===== src/rtl/waterbear2_pkg.sv =====
//==============================================================================
// Module      : waterbear2_pkg
// Description : Opcode and FSM state encodings plus instruction field helpers
//               for the waterbear2 accumulator core.
// Revision    : 1.0 - initial release
//==============================================================================
`timescale 1ns/1ps
`default_nettype none

package waterbear2_pkg;

    typedef enum logic [3:0] {
        OP_NOP = 4'd0,
        OP_LDR = 4'd1,
        OP_STR = 4'd2,
        OP_ADD = 4'd3,
        OP_SUB = 4'd4,
        OP_EQU = 4'd5,
        OP_JMP = 4'd6,
        OP_HLT = 4'd7,
        OP_AND = 4'd8,
        OP_OR  = 4'd9,
        OP_XOR = 4'd10,
        OP_JZ  = 4'd11,
        OP_JC  = 4'd12
    } opcode_e;

    typedef enum logic [2:0] {
        ST_IDLE   = 3'd0,
        ST_FETCH  = 3'd1,
        ST_DECODE = 3'd2,
        ST_EXEC   = 3'd3,
        ST_HALT   = 3'd4
    } state_e;

    localparam int OPC_W = 4;

    function automatic int instr_w(input int opnd_w);
        return opnd_w + OPC_W + 1;
    endfunction

    function automatic int opc_lsb(input int opnd_w);
        return opnd_w + 1;
    endfunction

    function automatic int imm_pos(input int opnd_w);
        return opnd_w;
    endfunction

    function automatic logic is_legal(input logic [OPC_W-1:0] op);
        return (op <= OP_JC);
    endfunction

endpackage

`default_nettype wire


===== src/rtl/waterbear2_if.sv =====
//==============================================================================
// Module      : waterbear2_if
// Description : Instruction-memory fetch bus (req/valid handshake).
// Revision    : 1.0 - initial release
//==============================================================================
`timescale 1ns/1ps
`default_nettype none

interface waterbear2_if #(
    parameter int PC_W    = 8,
    parameter int INSTR_W = 16
);
    logic               imem_req;
    logic [PC_W-1:0]    imem_addr;
    logic [INSTR_W-1:0] imem_rdata;
    logic               imem_valid;

    modport master (
        output imem_req,
        output imem_addr,
        input  imem_rdata,
        input  imem_valid
    );

    modport slave (
        input  imem_req,
        input  imem_addr,
        output imem_rdata,
        output imem_valid
    );
endinterface

`default_nettype wire


===== src/rtl/waterbear2_alu.sv =====
//==============================================================================
// Module      : waterbear2_alu
// Description : Combinational ALU: load, add, subtract and bitwise logic ops.
// Revision    : 1.0 - initial release
//==============================================================================
`timescale 1ns/1ps
`default_nettype none

module waterbear2_alu
    import waterbear2_pkg::*;
#(
    parameter int DATA_W = 8
) (
    input  logic [DATA_W-1:0] acc_i,
    input  logic [DATA_W-1:0] val_i,
    input  logic [OPC_W-1:0]  op_i,
    output logic [DATA_W-1:0] result_o,
    output logic              carry_o,
    output logic              zero_o
);

    logic [DATA_W:0] w_sum;
    logic [DATA_W:0] w_diff;

    // The extra MSB carries the carry-out (add) or the borrow (subtract).
    assign w_sum  = {1'b0, acc_i} + {1'b0, val_i};
    assign w_diff = {1'b0, acc_i} - {1'b0, val_i};

    always_comb begin
        result_o = acc_i;
        carry_o  = 1'b0;
        case (op_i)
            OP_LDR: result_o = val_i;
            OP_ADD: begin
                result_o = w_sum[DATA_W-1:0];
                carry_o  = w_sum[DATA_W];
            end
            OP_SUB: begin
                result_o = w_diff[DATA_W-1:0];
                carry_o  = w_diff[DATA_W];
            end
            OP_AND: result_o = acc_i & val_i;
            OP_OR:  result_o = acc_i | val_i;
            OP_XOR: result_o = acc_i ^ val_i;
            default: begin
                result_o = acc_i;
                carry_o  = 1'b0;
            end
        endcase
    end

    assign zero_o = (result_o == '0);

endmodule

`default_nettype wire


===== src/rtl/waterbear2.sv =====
//==============================================================================
// Module      : waterbear2
// Description : Multi-cycle accumulator softcore with external instruction
//               fetch, internal data memory, Z/C flags and resumable halt.
// Revision    : 1.0 - initial release
//==============================================================================
`timescale 1ns/1ps
`default_nettype none

module waterbear2
    import waterbear2_pkg::*;
#(
    parameter int DATA_W     = 8,
    parameter int PC_W       = 8,
    parameter int OPND_W     = 11,
    parameter int DMEM_DEPTH = 64
) (
    input  logic              clk,
    input  logic              rst_n,
    input  logic              run_i,
    waterbear2_if.master      imem,
    output logic [PC_W-1:0]   pc_o,
    output logic [DATA_W-1:0] acc_o,
    output logic              flag_z_o,
    output logic              flag_c_o,
    output logic              halted_o,
    output logic              illegal_o
);

    localparam int INSTR_W = instr_w(OPND_W);
    localparam int OPC_LSB = opc_lsb(OPND_W);
    localparam int IMM_POS = imm_pos(OPND_W);
    localparam int AW      = $clog2(DMEM_DEPTH);

    state_e             state_q;
    logic [PC_W-1:0]    pc_q;
    logic [DATA_W-1:0]  acc_q;
    logic               z_q;
    logic               c_q;
    logic               req_q;
    logic               halted_q;
    logic               illegal_q;
    logic [INSTR_W-1:0] cir_q;
    logic [OPC_W-1:0]   op_q;
    logic [OPND_W-1:0]  operand_q;
    logic [DATA_W-1:0]  val_q;

    logic [DATA_W-1:0]  dmem [DMEM_DEPTH];

    logic [DATA_W-1:0]  w_imm_val;
    logic [DATA_W-1:0]  w_dmem_rd;
    logic [PC_W-1:0]    w_target;
    logic [PC_W-1:0]    pc_exec_d;
    logic [DATA_W-1:0]  w_alu_res;
    logic               w_alu_c;
    logic               w_alu_z;
    logic               w_acc_wr;
    logic               w_stop;
    logic               w_dmem_we;
    logic               unused_opnd;

    generate
        if (DATA_W <= OPND_W) begin : g_imm_trunc
            assign w_imm_val = cir_q[DATA_W-1:0];
        end else begin : g_imm_ext
            assign w_imm_val = {{(DATA_W-OPND_W){1'b0}}, cir_q[OPND_W-1:0]};
        end

        if (PC_W <= OPND_W) begin : g_jmp_trunc
            assign w_target = operand_q[PC_W-1:0];
        end else begin : g_jmp_ext
            assign w_target = {{(PC_W-OPND_W){1'b0}}, operand_q};
        end
    endgenerate

    assign w_dmem_rd   = dmem[cir_q[AW-1:0]];
    assign unused_opnd = ^operand_q;

    waterbear2_alu #(
        .DATA_W (DATA_W)
    ) u_alu (
        .acc_i    (acc_q),
        .val_i    (val_q),
        .op_i     (op_q),
        .result_o (w_alu_res),
        .carry_o  (w_alu_c),
        .zero_o   (w_alu_z)
    );

    assign w_acc_wr  = op_q inside {OP_LDR, OP_ADD, OP_SUB, OP_AND, OP_OR, OP_XOR};
    assign w_stop    = (op_q == OP_HLT) || !is_legal(op_q);
    assign w_dmem_we = (state_q == ST_EXEC) && (op_q == OP_STR);

    // pc already points past this instruction, so a skip is one more increment.
    always_comb begin
        pc_exec_d = pc_q;
        case (op_q)
            OP_EQU:  if (acc_q == val_q) pc_exec_d = pc_q + PC_W'(1);
            OP_JMP:  pc_exec_d = w_target;
            OP_JZ:   if (z_q) pc_exec_d = w_target;
            OP_JC:   if (c_q) pc_exec_d = w_target;
            default: pc_exec_d = pc_q;
        endcase
    end

    always_ff @(posedge clk) begin
        if (w_dmem_we) begin
            dmem[operand_q[AW-1:0]] <= acc_q;
        end
    end

    always_ff @(posedge clk or negedge rst_n) begin
        if (!rst_n) begin
            state_q   <= ST_IDLE;
            pc_q      <= '0;
            acc_q     <= '0;
            z_q       <= 1'b0;
            c_q       <= 1'b0;
            req_q     <= 1'b0;
            halted_q  <= 1'b0;
            illegal_q <= 1'b0;
            cir_q     <= '0;
            op_q      <= '0;
            operand_q <= '0;
            val_q     <= '0;
        end else begin
            case (state_q)
                ST_IDLE: begin
                    if (run_i) begin
                        state_q <= ST_FETCH;
                        req_q   <= 1'b1;
                        pc_q    <= '0;
                    end
                end
                ST_FETCH: begin
                    if (imem.imem_valid) begin
                        cir_q   <= imem.imem_rdata;
                        pc_q    <= pc_q + PC_W'(1);
                        req_q   <= 1'b0;
                        state_q <= ST_DECODE;
                    end
                end
                ST_DECODE: begin
                    op_q      <= cir_q[INSTR_W-1:OPC_LSB];
                    operand_q <= cir_q[OPND_W-1:0];
                    val_q     <= cir_q[IMM_POS] ? w_imm_val : w_dmem_rd;
                    state_q   <= ST_EXEC;
                end
                ST_EXEC: begin
                    if (w_acc_wr) begin
                        acc_q <= w_alu_res;
                        z_q   <= w_alu_z;
                        c_q   <= w_alu_c;
                    end
                    pc_q <= pc_exec_d;
                    if (w_stop) begin
                        state_q   <= ST_HALT;
                        halted_q  <= 1'b1;
                        illegal_q <= !is_legal(op_q);
                    end else begin
                        state_q <= ST_FETCH;
                        req_q   <= 1'b1;
                    end
                end
                ST_HALT: begin
                    if (run_i) begin
                        state_q   <= ST_FETCH;
                        req_q     <= 1'b1;
                        halted_q  <= 1'b0;
                        illegal_q <= 1'b0;
                    end
                end
                default: begin
                    state_q <= ST_IDLE;
                    req_q   <= 1'b0;
                end
            endcase
        end
    end

    assign imem.imem_req  = req_q;
    assign imem.imem_addr = pc_q;
    assign pc_o           = pc_q;
    assign acc_o          = acc_q;
    assign flag_z_o       = z_q;
    assign flag_c_o       = c_q;
    assign halted_o       = halted_q;
    assign illegal_o      = illegal_q;

endmodule

`default_nettype wire


===== src/flat_wrapper.sv =====
// flat-port wrapper written by rule: the top's interface ports become plain ports
module waterbear2_flat import waterbear2_pkg::*;
#(
    parameter int DATA_W     = 8,
    parameter int PC_W       = 8,
    parameter int OPND_W     = 11,
    parameter int DMEM_DEPTH = 64
)
  (clk, rst_n, run_i, pc_o, acc_o, flag_z_o, flag_c_o, halted_o, illegal_o, imem_imem_req, imem_imem_addr, imem_imem_rdata, imem_imem_valid);
  waterbear2_if #(.PC_W(PC_W), .INSTR_W(16)) imem_i ();
  input  logic clk;
  input  logic rst_n;
  input  logic run_i;
  output logic [PC_W-1:0] pc_o;
  output logic [DATA_W-1:0] acc_o;
  output logic flag_z_o;
  output logic flag_c_o;
  output logic halted_o;
  output logic illegal_o;
  output wire logic [$bits(imem_i.imem_req)-1:0] imem_imem_req;
  output wire logic [$bits(imem_i.imem_addr)-1:0] imem_imem_addr;
  input wire logic [$bits(imem_i.imem_rdata)-1:0] imem_imem_rdata;
  input wire logic [$bits(imem_i.imem_valid)-1:0] imem_imem_valid;
  assign imem_imem_req = imem_i.imem_req;
  assign imem_imem_addr = imem_i.imem_addr;
  assign imem_i.imem_rdata = imem_imem_rdata;
  assign imem_i.imem_valid = imem_imem_valid;
  waterbear2 #(.DATA_W(DATA_W), .PC_W(PC_W), .OPND_W(OPND_W), .DMEM_DEPTH(DMEM_DEPTH)) u_core (.clk(clk), .rst_n(rst_n), .run_i(run_i), .imem(imem_i), .pc_o(pc_o), .acc_o(acc_o), .flag_z_o(flag_z_o), .flag_c_o(flag_c_o), .halted_o(halted_o), .illegal_o(illegal_o));
endmodule

===== config.mk =====
export PLATFORM = sky130hd
export DESIGN_NAME = waterbear2_flat
export DESIGN_NICKNAME = d
export VERILOG_FILES = /design/src/rtl/waterbear2_pkg.sv /design/src/rtl/waterbear2_if.sv /design/src/rtl/waterbear2_alu.sv /design/src/rtl/waterbear2.sv /design/src/flat_wrapper.sv
export SDC_FILE = /design/constraint.sdc
export NUM_CORES = 1
export LEC_CHECK = 0
export CORE_ASPECT_RATIO = 1.1
export CORE_MARGIN = 2
export CORE_UTILIZATION = 60
export CTS_BUF_LIST = sky130_fd_sc_hd__clkbuf_8
export CTS_CLUSTER_DIAMETER = 50
export DETAILED_ROUTE_END_ITERATION = 10
export PLACE_DENSITY_LB_ADDON = 0.1
export SYNTH_ARGS = -nofsm -noshare
export SYNTH_HDL_FRONTEND = slang
export SYNTH_HIERARCHICAL = 1
export SYNTH_SLANG_ARGS = --single-unit

===== constraint.sdc =====
create_clock -name clk -period 6.3 [get_ports clk]
set_input_delay 0.63 -clock clk [delete_from_list [all_inputs] [get_ports clk]]
set_output_delay 0.63 -clock clk [all_outputs]
set_load 0.05 [all_outputs]

# [Word level (Yosys, flattened, before mapping)]
# Memories as Yosys holds them, arrays and structs flattened.
# Index checks and enable logic that the tools add are counted.
[classes] addsub=3 magnitude_cmp=1 eq_ne=27 n_mux=25 n_bitwise=4 n_reduce_logical=15
[op_table] op="$mux 8" n=6
[op_table] op="$pmux 8 s6" n=1
[op_table] op="$pmux 8 s4" n=1
[op_table] op="$pmux 8 s3" n=1
[op_table] op="$eq 4x4->1 const B" n=5
[op_table] op="$eq 4x3->1 const B" n=4
[op_table] op="$pmux 3 s4" n=1
[op_table] op="$add 8x8->9" n=1
[op_table] op="$mux 3" n=3
[op_table] op="$sub 8x8->9" n=1
[op_table] op="$add 8x1->8 const B" n=1
[op_table] op="$and 8x8->8" n=1
[op_table] op="$eq 4x2->1 const B" n=2
[op_table] op="$eq 8x8->1" n=1
[op_table] op="$logic_not 8->1" n=1
[op_table] op="$mux 1" n=8
[op_table] op="$ne 2x2->1 const B" n=4
[op_table] op="$or 8x8->8" n=1
[op_table] op="$xor 8x8->8" n=1
[op_table] op="$reduce_and 7->1" n=1
[op_table] op="$eq 3x2->1 const B" n=2
[op_table] op="$ne 3x2->1 const B" n=2
[op_table] op="$pmux 1 s2" n=3
[op_table] op="$reduce_and 2->1" n=3
[op_table] op="other kinds (19)" n=20
[word_totals] ff_bits=60 mem_bits_rw=512 input_bits=20 output_inout_bits=29 elab_cells=88 n_memories=1
[memory_table] memory="u_core.dmem" words=64 width=8 rd=1 rd_clocked_by_memory_dff=0 wr=1 line="waterbear2.sv:48" rtl="logic [DATA_W-1:0] dmem [DMEM_DEPTH];"

# [Depth between registers and ports, before layout]
# Gate-level depths: netlist of the first run.
[logic_depth] depth_word=5 mapped_depth=12 ltp_nobuf=12

# [Modules after synthesis]
# Netlist of the first run, hierarchy kept.
[by_module_without_submodules] module="waterbear2" instances=1 cells_each=1298 area_per_inst_um2=22965.8 seq_area_each_um2=16801.1
[by_module_without_submodules] module="waterbear2_alu" instances=1 cells_each=208 area_per_inst_um2=1440.1 seq_area_each_um2=0.0

# [Least setup slack after synthesis of the first run]
# OpenSTA, ideal clock, no wires.
[synth_path] kind="register to register" from="reg u_core.acc_q[2] (netlist: u_core/acc_o[2])" to="reg u_core.z_q (netlist: u_core/flag_z_o)" setup_time_ps=67 t_arrival_ps=3795 t_required_ps=6233 slack_ps=2438 stages_incl_launch_ff=12 path_buffers=1 synth_period_minus_slack_ps=3862 cell_sequence="dfrtp_1 > inv_1 > ha_1 > buf_2 > nand3_1 > and3_1 > o31ai_4 > a21oi_2 > o32a_1 > or4b_4 > nor4_2 > mux2_2"
[synth_via] elab_chain_cells=3 elab_cells_between_ends=7 classes_between="add/sub (2); mux (1); bitwise (3); reduce/logical (1)"
[synth_lines] item="from (decl)" line="waterbear2.sv:37" rtl="logic [DATA_W-1:0] acc_q;"
[synth_lines] item="from (signal assigned)" line="waterbear2.sv:151" rtl="acc_q <= w_alu_res;"
[synth_lines] item="$sub 8x8->9 or $add 8x8->9 (tied branches)" line="waterbear2_alu.sv:27, waterbear2_alu.sv:26"
[synth_lines] item="$pmux 8 s6 (*)" line="waterbear2_alu.sv:32" rtl="case (op_i)"
[synth_lines] item="named net u_core.w_alu_res[4]" line="waterbear2.sv:54" rtl="logic [DATA_W-1:0] w_alu_res;"
[synth_lines] item="$logic_not 8->1 (*)" line="waterbear2_alu.sv:52" rtl="assign zero_o = (result_o == '0);"
[synth_lines] item="named net u_core.w_alu_z" line="waterbear2.sv:56" rtl="logic w_alu_z;"
[synth_lines] item="to (signal assigned)" line="waterbear2.sv:152" rtl="z_q <= w_alu_z;"
[synth_lines] item="to (decl)" line="waterbear2.sv:38" rtl="logic z_q;"
# The timed path passes the listed nets; every way through them passes the cells marked *.
# A chain may end at the register's enable or synchronous reset.

# [Final worst setup path of the first run]
[layout_path] from="reg u_core.acc_q[0] (netlist: u_core/acc_o[0])" to="reg u_core.z_q (netlist: u_core/flag_z_o)"
# The elaborated chain is that of the path after synthesis.

==> metrics.yaml, run 1 <==
yosysSeqAreaShare: 0.688
cts.sinks: 569
synth-async-reset-ratio: 0.100
synth_ff_type: "edfxtp_1"
gr-usage-met3: 0.0509
synth_commonest_cells: "edfxtp_1, nor2_1, nand2_1"
clockBufferDepth: 3
post-route-drc-count: 0
power.leakage_nw: 9.19
hold_class: "primary input to async pin"
grt_antenna_before_repair: 0
post_cts_buffers: 0
wl_per_cell_um: 28.0
setup_tns_ns: 0
r2r_cells: 11
die_area_um2: 42300
drv_cap: 0
cp_max_fo: 38
grt_busiest_layer: "met2"
p_int_mw: 8.12
fmax_ghz: 0.262
cp_num_buf_inv: 1
synth_edf_count: 512
crit_required_ns: 6.92
gr-total-overflow: 0
hold_buffers: 0
ys_ff_latch: 569
root_buffer: "clkbuf_8"
cts_tree: "built"
design.core.area_um2: 40200
sequentialPowerShare: 0.402
initial_utilization: 0.607
worst_setup_path_start_kind: "flop"
pwr-share-comb: 0.363
finalCritPeriodShare: 0.605
p_clk_frac: 0.235
netlist_area_um2: 24400
numCtsBuffers: 90
hold_viol_final: 0
yosys.area.top_type_share: 0.630
critPathKind: "flop to flop"
pin_count: 49
netlist_top_cells_area: "edfxtp_1, mux4_2, dfrtp_1"
rrSetupSlack_ns: 2.49
dr.pass1.iters: 5
rsz0062_at_grt: "false"
port_buffers: 45
synth_area_leader_cell: "edfxtp_1"
layout_min_cycle_time_ns: 3.81
r2r_end: "u_core/flag_z_o"
r2r-start: "u_core/acc_o[0]"
cp.arrival_ns: 4.43
cp_slowest_cell: "dfrtp_2"
met1_usage: 0.390
via_count: 14000
drt_iter0_markers: 1569
fill_cells: 2758
cpPeakStageDelay_ns: 0.81
clk_pin_slew_worst_paths_ns: 0.07
switching_share: 0.374
worstMarginPinSlew_ns: 1.06
nets: 1623
power_switching_mw: 4.85
setup_violations: 0
slew_viol_final: 0
dieWidth_um: 196
max-vdd-ir-drop_mv: 0.252
syn_area_per_cell_um2: 16.2
die_y_um: 216
grtUsageTotal: 0.292
yosysMostFrequentCell: "edfxtp_1"
p_total_mw: 13.0
yosys_warnings: 6
fin_skew_ns: 0.0462
crit_chain: "buf_4 > ha_1 > fa_1 > nand3_1 > and3_1 > o31ai_4 > a21oi_2 > o32a_1 > or4b_4 > nor4_2 > mux2_2"
grt_util_met2: 0.478
multi_input_area_um2: 6950
vias_per_cell: 6.48
rows: 77
htreeDepth: 3
cpLargestDelayFamily: "simple AND/OR/NAND/NOR gates"
hpwl_um: 37200
grt_start_max_net_pins: 88
area_delta_synth_final_pct: 10.3
wirelength_um: 60300
power_per_cell_area_nw_per_um2: 482
relSlewSlack: 0.291
gp_congestion: 0.898
status: "complete, no violations"
syn_nets: 1554
cts-resized-gates: 0
syn_inst: 1506
crit_path_end_kind: "flop"
ys_types: 78
clk_latency_ns: 0.68
drive_gt1_frac: 0.175
grt_pass1_wl_um: 89100
ant_nets: 0
regArea_um2: 16800
grt_pass1_vias: 14000
n_antenna_cell: 0
## sequential cells by signal, summed over array words and instances (netlist names), 3 cells and up
signal	cells
u_core/acc_o	8
u_core/cir_q	13
u_core/dmem	512
u_core/imem.imem_addr	8
u_core/op_q	4
u_core/operand_q	8
u_core/state_q	3
u_core/val_q	8
## kinds of logic after synthesis
group | synth area share
flops | 0.688
buf+inv | 0.0268
fa+ha+maj | 0.0154
mux | 0.139
compound gates | 0.0552
xor+xnor | 0.00538
simple gates | 0.0695
## power groups by stage
stage / logic [mW] / registers (mW) / clock network (mW)
3_5_place_dp: 4.67 / 5.30 / 0
4_1_cts: 4.69 / 5.22 / 3.10
6_report: 4.71 / 5.22 / 3.04
5_1_grt: 5.01 / 5.26 / 3.27
2_1_floorplan: 3.14 / 5.34 / 0
3_3_place_gp: 4.61 / 5.29 / 0
## worst max-delay path by stage
stage / slack [ns] / startpoint / cells past startpoint / endpoint
3_5_place_dp: 2.48 / u_core/acc_o[0] / 11 / u_core/flag_z_o
4_1_cts: 2.47 / u_core/acc_o[0] / 11 / u_core/flag_z_o
2_1_floorplan: 2.44 / u_core/acc_o[2] / 11 / u_core/flag_z_o
6_report: 2.49 / u_core/acc_o[0] / 11 / u_core/flag_z_o
3_3_place_gp: 2.56 / u_core/acc_o[0] / 11 / u_core/flag_z_o
5_1_grt: 2.29 / u_core/acc_o[0] / 11 / u_core/flag_z_o
## routing by layer
layer	vias up	share of wire
met2	654	0.50
met5	-	0
li1	6049	-
met3	127	0.075
met4	0	0.038
met1	7149	0.39
## final cells by class
type / instances / area share
Clock inverter: 70 / 0.0177
Multi-Input combinational cell: 810 / 0.258
Clock buffer: 91 / 0.0465
Sequential cell: 569 / 0.625
Timing Repair Buffer: 72 / 0.0245
Inverter: 32 / 0.00446
Tap cell: 513 / 0.0238
## cell usage in the layout (no fill, tap or decap), types with 6 or more instances in the layout
master and n:
o21ai_0 24, clkbuf_8 91, edfxtp_1 512, and3_1 10, a22oi_1 32, nand3b_1 9
inv_1 53, dfrtp_2 9, bufinv_16 7, mux2_2 29, nor2_1 115, nor2b_1 18
clkinv_1 27, nand2_1 101, nand3_1 39, nor4_1 6, ha_1 26, and2_1 6
nand4_1 7, a211oi_1 7, clkdlybuf4s50_1 44, nand2b_1 12, clkinv_2 11, a21oi_1 47
dfrtp_1 46, a31oi_1 13, mux2i_1 87, a311oi_1 6, buf_4 26, nor3_1 13
mux4_2 92, xor2_1 10, o22ai_1 7
## metrics by stage
stage               utilization  hold WS, ns  instances  worst slack, ns  area, µm²
global route              0.670        0.186       2157             2.29      26900
CTS                       0.670        0.115       2157             2.47      26900
floorplan                     -        0.334       1506             2.44      24400
finish                    0.670        0.121       2157             2.49      26900
global placement          0.627        0.453       1996             2.56      25200
detailed placement        0.627        0.459       1996             2.48      25200
Note: power is estimated with default switching activity, not from simulation.
==> run 2: changes to the inputs <==
--- a/config.mk
+++ b/config.mk
@@ -7,7 +7,7 @@
 export LEC_CHECK = 0
 export CORE_ASPECT_RATIO = 1.1
 export CORE_MARGIN = 2
-export CORE_UTILIZATION = 60
+export CORE_UTILIZATION = 58
 export CTS_BUF_LIST = sky130_fd_sc_hd__clkbuf_8
 export CTS_CLUSTER_DIAMETER = 50
 export DETAILED_ROUTE_END_ITERATION = 10
==> constraint.sdc (replaced) <==
create_clock -name clk -period 3.2 [get_ports clk]
set_input_delay 0.32 -clock clk [delete_from_list [all_inputs] [get_ports clk]]
set_output_delay 0.32 -clock clk [all_outputs]
set_load 0.05 [all_outputs]
==> metrics.yaml, run 2 (same netlist as run 1, synthesis figures left out) <==
cp_max_fo: 22
die_area_um2: 43700
hold_class: "primary input to async pin"
wl_per_cell_um: 26.2
setup_tns_ns: 0
root_buffer: "clkbuf_8"
p_int_mw: 16.3
setup_violations: 0
layout_min_cycle_time_ns: 2.98
dr.pass1.iters: 5
clockBufferDepth: 3
area_delta_synth_final_pct: 14.8
layout_common_cells: "edfxtp_1, buf_4, nor2_1"
critPathKind: "flop to flop"
r2r_cells: 6
power_switching_mw: 9.71
r2r_end: "u_core/val_q[3]"
power.leakage_nw: 9.90
drt_iter0_markers: 1230
cts_tree: "built"
fmax_ghz: 0.335
switching_share: 0.374
die_y_um: 219
slew_viol_final: 0
clk_pin_slew_worst_paths_ns: 0.06
n_antenna_cell: 0
wirelength_um: 61200
rows: 78
grt_start_max_net_pins: 69
gr-total-overflow: 0
max-vdd-ir-drop_mv: 0.619
rsz0062_at_grt: "false"
cts.sinks: 569
hpwl_um: 40600
clk_latency_ns: 0.67
r2r-start: "u_core/cir_q[0]"
fin_skew_ns: 0.0298
dieWidth_um: 200
design.core.area_um2: 41400
drv_cap: 0
initial_utilization: 0.590
rrSetupSlack_ns: 0.22
cp.arrival_ns: 3.45
ant_nets: 0
power_per_cell_area_nw_per_um2: 927
crit_path_end_kind: "flop"
post-route-drc-count: 0
crit_required_ns: 3.67
cts-resized-gates: 0
post_cts_buffers: 0
worstMarginPinSlew_ns: 0.837
worst_setup_path_start_kind: "flop"
hold_viol_final: 0
htreeDepth: 3
fill_cells: 2893
numCtsBuffers: 88
grtUsageTotal: 0.293
grt_pass1_vias: 14500
sequentialPowerShare: 0.388
final_util: 0.677
status: "complete, no violations"
pwr-share-comb: 0.390
relSlewSlack: 0.442
final_common_cell: "edfxtp_1"
gp_congestion: 0.900
p_clk_frac: 0.222
grt_pass1_wl_um: 91000
grt_antenna_before_repair: 0
largest_reg_flops: 512
hold_buffers: 1
port_buffers: 45
p_total_mw: 26.0
pin_count: 49
via_count: 14200
finalCritPeriodShare: 0.932
vias_per_cell: 6.08
drive_gt1_frac: 0.236
nets: 1753
-- run 2: power groups by stage --
stage / sequential (mW) / combinational [mW] / clock [mW]
2_1_floorplan: 10.5 / 6.18 / 0
3_3_place_gp: 10.2 / 9.95 / 0
3_5_place_dp: 10.2 / 10.1 / 0
4_1_cts: 10.1 / 10.1 / 5.91
5_1_grt: 10.1 / 10.8 / 6.25
6_report: 10.1 / 10.1 / 5.77
-- run 2: area by class of cell --
type	count	area, µm²	area share
repair buffers	204	1730	0.0617
flip-flops and latches	569	16800	0.601
clock buffers	90	1240	0.0442
well taps	560	701	0.0250
clock inverters	69	438	0.0156
inverters	32	120	0.00429
multi-input cells	810	6950	0.248
-- run 2: how the worst max path moves through the flow --
| stage | from | end | slack, ns | cells after the start |
|---|---|---|---|---|
| after global routing | u_core/acc_o[0] | u_core/flag_z_o | 0.08 | 10 |
| after detailed placement | u_core/acc_o[0] | u_core/flag_z_o | 0.27 | 10 |
| final | u_core/cir_q[0] | u_core/val_q[3] | 0.22 | 6 |
| after floorplan | u_core/acc_o[4] | u_core/flag_z_o | 0.00004 | 10 |
| after CTS | u_core/acc_o[2] | acc_o[2] | 0.15 | 2 |
| after global placement | u_core/cir_q[0] | u_core/val_q[3] | 0.27 | 6 |
-- run 2: worst max-delay path, cell delays in order (launching register included) --
cell	delay (ns)
dfrtp_4	0.70
buf_12	0.27
mux4_2	0.56
mux2i_1	0.16
a21oi_1	0.13
a2111oi_0	0.73
a311oi_1	0.22
-- run 2: through the flow --
step	cells	setup WS, ns	hold WS, ns	area, µm²
6_report	2334	0.216	0.176	28000
5_1_grt	2334	0.0759	0.189	28000
4_1_cts	2334	0.151	0.128	28000
3_5_place_dp	2174	0.265	0.329	26300
3_3_place_gp	2174	0.271	0.322	26300
2_1_floorplan	1506	0.0000420	0.0244	24400
-- run 2: routing by layer --
layer | part of all wire | up-vias | wire [µm] | track usage
met4 | 0.039 | 0 | 2400 | 0.130
met2 | 0.50 | 586 | 30500 | 0.481
met5 | 0 | - | 0 | 0
met1 | 0.38 | 7186 | 23400 | 0.377
met3 | 0.080 | 120 | 4870 | 0.0627
li1 | - | 6300 | - | -
==> run 3: changes to the inputs <==
--- a/config.mk
+++ b/config.mk
@@ -10,8 +10,10 @@
 export CORE_UTILIZATION = 58
 export CTS_BUF_LIST = sky130_fd_sc_hd__clkbuf_8
 export CTS_CLUSTER_DIAMETER = 50
+export CTS_CLUSTER_SIZE = 30
 export DETAILED_ROUTE_END_ITERATION = 10
 export PLACE_DENSITY_LB_ADDON = 0.1
+export REMOVE_ABC_BUFFERS = 1
 export SYNTH_ARGS = -nofsm -noshare
 export SYNTH_HDL_FRONTEND = slang
 export SYNTH_HIERARCHICAL = 1
==> metrics.yaml, run 3 (same netlist as run 1, synthesis figures left out) <==
crit_path_end_kind: "flop"
grtUsageTotal: 0.288
worstMarginPinSlew_ns: 0.890
area_delta_synth_final_pct: 12.4
rows: 78
design.core.area_um2: 41400
finalNonFillerCells: 2263
ant_nets: 0
status: "complete, no violations"
wirelength_um: 61000
drt_iter0_markers: 1380
clk_pin_slew_worst_paths_ns: 0.10
regArea_um2: 16800
finalCritPeriodShare: 0.959
placed_area_um2: 26400
post_cts_buffers: 0
crit_chain: "ha_1 > fa_1 > nand3_1 > a21oi_1 > o31ai_4 > a21oi_2 > o32a_1 > or4b_4 > nor4_4 > mux2_2"
worst_setup_path_start_kind: "flop"
hpwl_um: 41400
cts_tree: "built"
gp_congestion: 0.902
multi_input_area_um2: 6960
setup_tns_ns: 0
post-route-drc-count: 0
crit_required_ns: 3.80
vias_per_cell: 6.23
r2r-start: "u_core/val_q[0]"
cp.arrival_ns: 3.67
n_antenna_cell: 0
initial_utilization: 0.590
cpPeakStageDelay_ns: 0.53
r2r_end: "u_core/flag_z_o"
final_util: 0.663
fin_area_um2: 27400
cp_slowest_cell: "or4b_4"
wl_per_cell_um: 26.9
root_buffer: "clkbuf_8"
largest_reg_flops: 512
hold_class: "primary input to async pin"
layout_min_cycle_time_ns: 3.07
setup_violations: 0
grt_start_max_net_pins: 68
dr.pass1.iters: 5
grt_pass1_vias: 13900
power_per_cell_area_nw_per_um2: 896
fmax_ghz: 0.326
rrSetupSlack_ns: 0.13
cts.sinks: 569
max-vdd-ir-drop_mv: 0.847
htreeDepth: 2
final_common_cell: "edfxtp_1"
dieWidth_um: 200
relSlewSlack: 0.407
fill_cells: 2954
numCtsBuffers: 42
grt_pass1_wl_um: 89700
cp_max_fo: 6
gr-total-overflow: 0
hold_viol_final: 0
port_buffers: 45
dp.cells: 2184
drive_gt1_frac: 0.230
clk_latency_ns: 0.69
hold_ws_ns: 0.179
die_area_um2: 43700
clockBufferDepth: 3
fin_skew_ns: 0.0423
power.leakage_nw: 9.49
critPathKind: "flop to flop"
nets: 1717
pin_count: 49
die_y_um: 219
slew_viol_final: 0
layout_common_cells: "edfxtp_1, buf_4, nor2_1"
r2r_cells: 10
via_count: 14100
drv_cap: 0
grt_antenna_before_repair: 1
## run 3: cell count changes in the layout (fill, tap and decap cells not counted), sizes merged
| cell | before | now |
|---|---|---|
| clkbuf | 90 | 42 |
| clkinv | 33 | 15 |
| inv | 60 | 45 |
| buf | 159 | 169 |
| bufinv | 5 | 3 |
| clkinvlp | 3 | 5 |
## run 3: timing repair
action                     CTS  global route
hold buffers                 1             0
hold endpoints to repair    20             0
setup endpoints to repair    0             1
gates resized for setup      0             1
## run 3: layout make-up
type                            count  share of cell area
Inverter                           32             0.00438
Timing Repair Buffer              214              0.0649
Clock inverter                     36              0.0169
Sequential cell                   569               0.613
Tap cell                          560              0.0256
Multi-Input combinational cell    810               0.254
Clock buffer                       42              0.0211
## run 3: how the worst max path moves through the flow
stage,from,endpoint,slack (ns),cells past startpoint
3_5_place_dp,u_core/val_q[0],u_core/flag_z_o,0.12,10
5_1_grt,u_core/val_q[0],u_core/flag_z_o,-0.004,10
4_1_cts,u_core/val_q[0],u_core/flag_z_o,0.08,10
3_3_place_gp,u_core/val_q[0],u_core/flag_z_o,0.11,10
2_1_floorplan,u_core/cir_q[0],u_core/val_q[3],-2.20,6
6_report,u_core/val_q[0],u_core/flag_z_o,0.13,10
## run 3: where the power goes
part | internal [mW] | switching (mW) | leakage (nW) | total, mW
logic | 3.91 | 6.13 | 3.64 | 10.0
registers | 9.30 | 0.839 | 5.34 | 10.1
clock network | 1.70 | 2.70 | 0.508 | 4.40
## run 3: metal layers
metal / GRT usage / vias up / routed length (µm)
met4: 0.102 / 0 / 2240
met1: 0.398 / 7223 / 24200
met3: 0.0449 / 105 / 4290
met2: 0.471 / 576 / 30300
li1: - / 6203 / -
met5: 0 / - / 0
## run 3: through the flow
| stage | total power, mW | setup slack (ns) |
|---|---|---|
| floorplan | 16.5 | -2.20 |
| global placement | 20.1 | 0.110 |
| detailed placement | 20.3 | 0.117 |
| CTS | 24.6 | 0.0794 |
| global route | 25.6 | -0.00429 |
| finish | 24.6 | 0.133 |
## run 3: worst max-delay path, delay by kind of cell, from the launching register on
| kind | cells | cell delay [ns] |
|---|---|---|
| AND/OR/NAND/NOR | 3 | 0.88 |
| AO/OA/AOI/OAI | 4 | 0.77 |
| adder cells (fa/ha/maj) | 2 | 0.68 |
| flip-flops | 1 | 0.47 |
| multiplexers | 1 | 0.20 |
